[config.mk]
export PLATFORM = sky130hd
export DESIGN_NAME = hex_display_ctrl
export DESIGN_NICKNAME = d
export VERILOG_FILES = /design/src/rtl/hex_display_ctrl.sv
export SDC_FILE = /design/constraint.sdc
export NUM_CORES = 1
export LEC_CHECK = 0
export ABC_AREA = 1
export CAP_MARGIN = 20
export CORE_AREA = 2 2 90 92
export CTS_CLUSTER_DIAMETER = 50
export DETAILED_ROUTE_END_ITERATION = 8
export DIE_AREA = 0 0 92 94
export HOLD_SLACK_MARGIN = 0.06
export MAX_ROUTING_LAYER = met4
export PLACE_DENSITY = 0.94
export SYNTH_ARGS = -nofsm -noshare
export SYNTH_HDL_FRONTEND = slang
export SYNTH_SLANG_ARGS = --single-unit
[constraint.sdc]
create_clock -name clk -period 6.6 [get_ports clk]
set_input_delay 1.32 -clock clk [delete_from_list [all_inputs] [get_ports clk]]
set_output_delay 1.32 -clock clk [all_outputs]
set_load 0.02 [all_outputs]
[src/rtl/hex_display_ctrl.sv]
// HEX output endpoint: latches CPU writes and scans them onto a multiplexed
// bank of active-low seven-segment digits, double-buffered at frame wraps.
module hex_display_ctrl #(
  parameter int NUM_DIGITS = 8,
  parameter int SCAN_DIV   = 1000,
  parameter int GUARD      = 16,
  parameter int BLANK_LZ   = 1
) (
  input  logic                  clk,
  input  logic                  rst_n,
  input  logic                  wr_en,
  input  logic [31:0]           wr_data,
  output logic [31:0]           value,
  output logic [NUM_DIGITS-1:0] digit_n,
  output logic [6:0]            seg_n,
  output logic                  frame_done
);

  localparam int CNT_W = (SCAN_DIV > 1) ? $clog2(SCAN_DIV) : 1;
  localparam int IDX_W = (NUM_DIGITS > 1) ? $clog2(NUM_DIGITS) : 1;
  localparam logic [CNT_W-1:0]      CNT_LAST  = CNT_W'(SCAN_DIV - 1);
  localparam logic [CNT_W-1:0]      CNT_GUARD = CNT_W'(GUARD);
  localparam logic [IDX_W-1:0]      IDX_LAST  = IDX_W'(NUM_DIGITS - 1);
  localparam logic [NUM_DIGITS-1:0] DIGIT0    = NUM_DIGITS'(1);

  logic [31:0]      pending_r;
  logic [31:0]      active_r;
  logic [CNT_W-1:0] cnt_r;
  logic [IDX_W-1:0] idx_r;
  logic             wrap_s;
  logic [3:0]       nib_s;
  logic             upper_nonzero_s;
  logic             blank_s;

  function automatic logic [6:0] hex_to_seg(input logic [3:0] nib);
    case (nib)
      4'h0: hex_to_seg = 7'h40;
      4'h1: hex_to_seg = 7'h79;
      4'h2: hex_to_seg = 7'h24;
      4'h3: hex_to_seg = 7'h30;
      4'h4: hex_to_seg = 7'h19;
      4'h5: hex_to_seg = 7'h12;
      4'h6: hex_to_seg = 7'h02;
      4'h7: hex_to_seg = 7'h78;
      4'h8: hex_to_seg = 7'h00;
      4'h9: hex_to_seg = 7'h10;
      4'hA: hex_to_seg = 7'h08;
      4'hB: hex_to_seg = 7'h03;
      4'hC: hex_to_seg = 7'h46;
      4'hD: hex_to_seg = 7'h21;
      4'hE: hex_to_seg = 7'h06;
      4'hF: hex_to_seg = 7'h0E;
      default: hex_to_seg = 7'h7F;
    endcase
  endfunction

  assign wrap_s = (idx_r == IDX_LAST) && (cnt_r == CNT_LAST);
  assign value  = pending_r;

  // Select the nibble being scanned and decide whether it is a leading zero.
  always_comb begin
    nib_s           = 4'h0;
    upper_nonzero_s = 1'b0;
    for (int i = 0; i < NUM_DIGITS; i++) begin
      if (IDX_W'(i) == idx_r) begin
        nib_s = active_r[4*i +: 4];
      end else begin
        nib_s = nib_s;
      end
      if ((IDX_W'(i) >= idx_r) && (active_r[4*i +: 4] != 4'h0)) begin
        upper_nonzero_s = 1'b1;
      end else begin
        upper_nonzero_s = upper_nonzero_s;
      end
    end
    if ((BLANK_LZ != 0) && (idx_r != {IDX_W{1'b0}})) begin
      blank_s = ~upper_nonzero_s;
    end else begin
      blank_s = 1'b0;
    end
  end

  // Write capture, frame-wrap buffer swap and scan counters.
  always_ff @(posedge clk) begin
    if (!rst_n) begin
      pending_r <= 32'h0000_0000;
      active_r  <= 32'h0000_0000;
      cnt_r     <= {CNT_W{1'b0}};
      idx_r     <= {IDX_W{1'b0}};
    end else begin
      if (wr_en) begin
        pending_r <= wr_data;
      end else begin
        pending_r <= pending_r;
      end
      // A write landing on the wrap cycle bypasses pending so it is not lost.
      if (wrap_s && wr_en) begin
        active_r <= wr_data;
      end else if (wrap_s) begin
        active_r <= pending_r;
      end else begin
        active_r <= active_r;
      end
      if (cnt_r == CNT_LAST) begin
        cnt_r <= {CNT_W{1'b0}};
        if (idx_r == IDX_LAST) begin
          idx_r <= {IDX_W{1'b0}};
        end else begin
          idx_r <= idx_r + IDX_W'(1);
        end
      end else begin
        cnt_r <= cnt_r + CNT_W'(1);
        idx_r <= idx_r;
      end
    end
  end

  // Registered display outputs, dark during the guard interval of each slot.
  always_ff @(posedge clk) begin
    if (!rst_n) begin
      digit_n    <= {NUM_DIGITS{1'b1}};
      seg_n      <= 7'h7F;
      frame_done <= 1'b0;
    end else begin
      frame_done <= wrap_s;
      if (cnt_r < CNT_GUARD) begin
        digit_n <= {NUM_DIGITS{1'b1}};
        seg_n   <= 7'h7F;
      end else begin
        digit_n <= ~(DIGIT0 << idx_r);
        seg_n   <= blank_s ? 7'h7F : hex_to_seg(nib_s);
      end
    end
  end

endmodule

Word level (Yosys, flattened, before mapping)
Memories as Yosys holds them, arrays and structs flattened. A register that Yosys moved wholly into a read port is not among the register bits.
Cells that the tools add are included.
W data, S select, Z words.

operators by class
  bitwise gates (word level) = 3
  reduce and logical (&&, ||, !) cells = 24
  eq/ne operators = 9
  multiply operators = 0
  magnitude comparators = 9
  divide/modulo/power cells = 0
  shifts and indexed selects = 1
  muxes and demuxes = 20
  $add $sub $neg = 2

operators with widths
  operator                 count
  $mux W32                 2
  $mux W4                  8
  $reduce_bool A4 Y1       8
  $eq A3 B3 Y1 const A     4
  $ge A3 B3 Y1 const A     4
  $add A10 B1 Y10 const B  1
  $eq A10 B10 Y1 const B   1
  $logic_and A1 B1 Y1      10
  $lt A10 B5 Y1 const B    1
  $mux W1                  9
  $not A8 Y8               1
  $shl A1 B3 Y8 const A    1
  $eq A2 B3 Y1 const A     2
  $ge A1 B3 Y1 const A     2
  $ge A2 B3 Y1 const A     2
  $reduce_or A2 Y1         2
  $add A3 B1 Y3 const B    1
  $eq A1 B3 Y1 const A     1
  $eq A3 B3 Y1 const B     1
  $logic_not A3 Y1         1
  $mux W3                  1
  $reduce_bool A3 Y1       1
  $reduce_or A3 Y1         1
  $not A1 Y1               2
  $reduce_bool A2 Y1       1

storage, ports and cells
  bits in latches = 0
  register bits = 86
  input port bits = 35
  memory bits (writable) = 0
  output and inout bits = 48
  bits in read-only memories = 112
  logic and storage cells = 75
  memories = 1

memory list
  name             words  width  rd ports  clocked after Yosys merged registers in  write ports  RTL line  source
  (no name shown)  16     7      1         1                                        0            36        case (nib)

Logic depth before layout (Yosys ltp)
  depth after elaboration = 13
  depth in mapped cells = 19
  mapped depth without buffers = 19

Worst setup path after synthesis
No wires, ideal clock.

  path kind = input -> register
  from = in wr_en
  to = reg active_r[10]
  path buffers = 2
  stages on the path = 4
  data arrival time = 2.137 ns
  setup time = 0.147 ns
  data required time = 6.453 ns
  setup slack = 4.316 ns
  path through = clkbuf_1 buf_2 mux2i_1 a211oi_2

between the ends
  word-level cells in the longest chain between the ends = 2
  elaborated cells on any way between the ends = 3
  those cells by class = mux: 1; reduce/logical: 2

RTL lines
  item                                            RTL line  source
  start, declared                                 11        input logic wr_en,
  $logic_and A1 B1 Y1 *                           97        if (wrap_s && wr_en) begin
  $mux W32 or $reduce_bool A2 Y1 (tied branches)  --
  end signal, assigned                            98        active_r <= wr_data;
  end signal, assigned                            100       active_r <= pending_r;
  end signal, assigned                            102       active_r <= active_r;
  end, declared                                   27        logic [31:0] active_r;

Every way passes the cells marked *; elsewhere a longest branch is shown, timed or not.
A chain may end at the register's enable or synchronous reset.

Worst setup path in the final report
  from = reg idx_r[0]
  to = reg seg_n[3]

between the ends
  word-level cells in the longest chain between the ends = 13
  elaborated cells on any way between the ends = 44
  those cells by class = order compare: 8; eq/ne: 7; mux: 17; bitwise: 1; reduce/logical: 11

RTL lines
  item                               RTL line  source
  start, declared                    29        logic [IDX_W-1:0] idx_r;
  start signal, assigned             89        idx_r <= {IDX_W{1'b0}};
  start signal, assigned             107       idx_r <= {IDX_W{1'b0}};
  start signal, assigned             109       idx_r <= idx_r + IDX_W'(1);
  $ge A1 B3 Y1                       70        if ((IDX_W'(i) >= idx_r) && (active_r[4*i +: 4] != 4'h0)) begin
  $logic_and A1 B1 Y1                70
  $mux W1 (8 in a row)               70
  $not A1 Y1                         77        blank_s = ~upper_nonzero_s;
  $mux W1                            76        if ((BLANK_LZ != 0) && (idx_r != {IDX_W{1'b0}})) begin
  $reduce_or A3 Y1 (no source line)  --
  end, declared                      15        output logic [6:0] seg_n,

Parallel ways exist; a longest one is shown, timed or not.

==> summary.txt <==
Drt
  – Post-route ant nets: 0
  – DR WL/cell: ~13 µm
  – DRC: 0
  – Via count: 3508
  – Detailed Route WL: about 9000 µm
  – Via density: 5.20
  – DRT iter0 DRCs: roughly 170
  – DRT Pass-1 Iters: 7

Worst setup path
  – CP required: just under 7 ns
  – Crit-path max FO: 8
  – Crit path launch: idx_r[0]$_SDFFE_PN0N_
  – Arrival time worst endpoint: roughly 3.0 ns
  – Crit Path Category: flop to flop
  – Critical R2R Launch: idx_r[0]$_SDFFE_PN0N_
  – Startpoint Class: flop
  – Crit. End Element: flop

Min path
  – Class of the worst hold path: flop to flop
  – HP Start: cnt_r[0]$_SDFF_PP0_

Synthesis
  – Syn Inst Count: ~500
  – Synthesized flop and latch total: 93
  – Cell variety after synth: 40
  – Average cell area after synthesis: between 8 and 9 µm²
  – Async set or reset register ratio after synthesis: 0
  – Most frequent cell after synthesis: dfxtp_1
  – Area contributors post-synth: dfxtp_1, a211oi_2, nor2_1, mux2i_1, nand2_1
  – EDFF count, synth: 0
  – Synth top area share: 0.440
  – Synthesized Nets: roughly 540
  – Cell Area, Synth: between 0.004 and 0.005 mm²
  – Post-synth top area cell: dfxtp_1
  – Ys Warns: 0
  – Seq/Total Area, Yosys: 0.440
  – Ys flop type: dfxtp_1
  – Top cells by count, synth: dfxtp_1, nor2_1, nand2_1

Power and ir drop
  – Switch share: 0.244
  – Tot Pwr: around 1 mW
  – Sequential power share: 0.571
  – Combinational share of power: 0.098
  – Internal power component: between 0.7 and 0.8 mW
  – VDD IR max: between 0.1 and 0.15 mV
  – Power per Cell Area: roughly 190 mW/mm²
  – Leakage Power: 2.13 nW
  – Clock Power Share: 0.331
  – P_sw: ~0.25 mW

Clock network
  – Cts bufs inserted: 9
  – Clock Latency Late Sink: between 0.3 and 0.4 ns
  – CTS-repair resized insts: 0
  – Clk root buf: clkbuf_8
  – H-tree levels: 3
  – Num Clock Sinks: 93
  – Clock tree buffer depth: 2
  – Clock-pin transition on the worst setup and hold timing paths: 0.09 ns
  – Post-CTS setup buffers: 0
  – # hold bufs at CTS: 0
  – TritonCTS clock tree: done

GRT
  – Vias in the first global route: 3464
  – Pin count of the biggest net entering global routing: 68
  – Tot GR Track Use: 0.227
  – First-pass GRT wire length: ~15000 µm
  – Initial antenna violation count: 0
  – GRT overflow: 0

STA
  – Slew HR: 0.367
  – Pins Over Slew Limit: 0
  – Least-Margin Pin Slew: 0.950 ns
  – Clock period minus worst slack: about 2.7 ns
  – RSZ-0062 raised after global routing: no
  – Tcrit/Tclk final: 0.408
  – Fmax achieved: 371 MHz
  – Clk_skew: approximately 0.012 ns
  – Final setup vio count: 0
  – Final Hold Viols: 0
  – PnR worst setup slack: between 3 and 4 ns
  – Setup Total Neg Slack: 0 ns

Placement
  – Pre-CTS setup slack: 3.74 ns
  – HPWL Detailed: 6300 µm
  – Gp weighted congestion: about 0.9
  – IO buf count: 82
  – Post-DP Area: 0.00507 mm²

Floorplan
  – Die extent in x: 92 µm
  – Core footprint: 0.00761 mm²
  – Die Ht: between 90 and 100 µm
  – DIE AREA: just under 0.009 mm²
  – Num rows: 32
  – Io pins: 83
  – Initial Utilization: 0.556

Layout
  – Nets@finish: between 600 and 700
  – Final Util: 0.689
  – Post-route cell area: roughly 0.0052 mm²
  – Fill cell count: approximately 570
  – Diode count: 0
  – Area Overhead vs Synth: 23.9%
  – Layout cells sized above 1: 0.124

Flow run
  – Max cap viols: 0

Status
  – Status: completed
-- final timing paths --
kind / endpoint / slack (ns) / depth (start not counted)
max reg2reg: seg_n[3]$_SDFF_PP1_ / 3.91 / 17
min reg2reg: cnt_r[0]$_SDFF_PP0_ / 0.46 / 1
max: seg_n[3]$_SDFF_PP1_ / 3.91 / 17
min: cnt_r[0]$_SDFF_PP0_ / 0.46 / 1
-- sequential cells by signal, summed over array words and instances (netlist names) --
register,cells
frame_done,1
idx_r,3
digit_n,8
active_r,32
cnt_r,10
seg_n,7
value,32
-- layout make-up --
class,instances,area [µm²],area share
clock buffer,10,138,0.0263
tap,102,128,0.0243
sequential,93,1860,0.355
multi-input combinational,331,2060,0.392
inverter,50,198,0.0377
timing repair buffer,83,823,0.157
clock inverter,6,38.8,0.00740
-- critical path, stage by stage, from the launching register on --
cell and delay, ns:
dfxtp_1 0.56, inv_1 0.19, ha_1 0.28, inv_1 0.10, nor2_2 0.07, nand3_1 0.12
nand3_1 0.08, nand2_1 0.09, nand2_1 0.07, nand2_1 0.07, nand2_1 0.07, a21boi_2 0.26
inv_1 0.10, ha_1 0.24, nand3_1 0.10, nand3_1 0.09, nand2_1 0.07, nand2_1 0.04
-- layout by cell type (no fill, tap or decap), types with 4 or more instances in the layout --
cell | synthesis | final
a211oi_1 | 5 | 5
a211oi_2 | 28 | 28
a21oi_1 | 12 | 12
clkbuf_8 | 0 | 10
clkdlybuf4s50_1 | 0 | 81
dfxtp_1 | 93 | 93
ha_1 | 11 | 11
inv_1 | 41 | 40
inv_2 | 6 | 7
mux2i_1 | 32 | 32
nand2_1 | 74 | 74
nand2_2 | 4 | 4
nand3_1 | 26 | 26
nor2_1 | 89 | 89
nor3_1 | 6 | 6
nor4_1 | 6 | 6
o21ai_0 | 12 | 12
-- routing by layer --
layer / global-route usage / vias up / routed length (µm)
met5: - / - / 0
met3: 0.0562 / 16 / 479
met1: 0.257 / 1589 / 3930
met2: 0.383 / 122 / 4330
met4: 0.102 / 0 / 148
li1: - / 1781 / -
-- cell families (layout without fill, tap and decap cells) --
kind of cell	after synthesis	in the layout	share of synthesized area
buf+inv	69	149	0.0745
xor+xnor	3	3	0.00621
flops	93	93	0.440
fa+ha+maj	11	11	0.0325
simple gates	220	220	0.237
mux	32	32	0.0757
compound gates	65	65	0.134
-- metrics by stage --
| step | hold slack, ns | cells |
|---|---|---|
| after floorplan | 0.418 | 493 |
| after global placement | 0.426 | 659 |
| after detailed placement | 0.445 | 659 |
| after CTS | 0.457 | 675 |
| after global routing | 0.465 | 675 |
| final | 0.455 | 675 |
-- power groups by stage --
stage / logic, mW / clock network [mW] / registers (mW)
detailed placement: 0.0999 / 0 / 0.593
CTS: 0.101 / 0.342 / 0.581
global route: 0.107 / 0.366 / 0.582
floorplan: 0.0358 / 0 / 0.607
finish: 0.0998 / 0.337 / 0.580
global placement: 0.0975 / 0 / 0.593
Note: power is estimated with default switching activity, not from simulation.
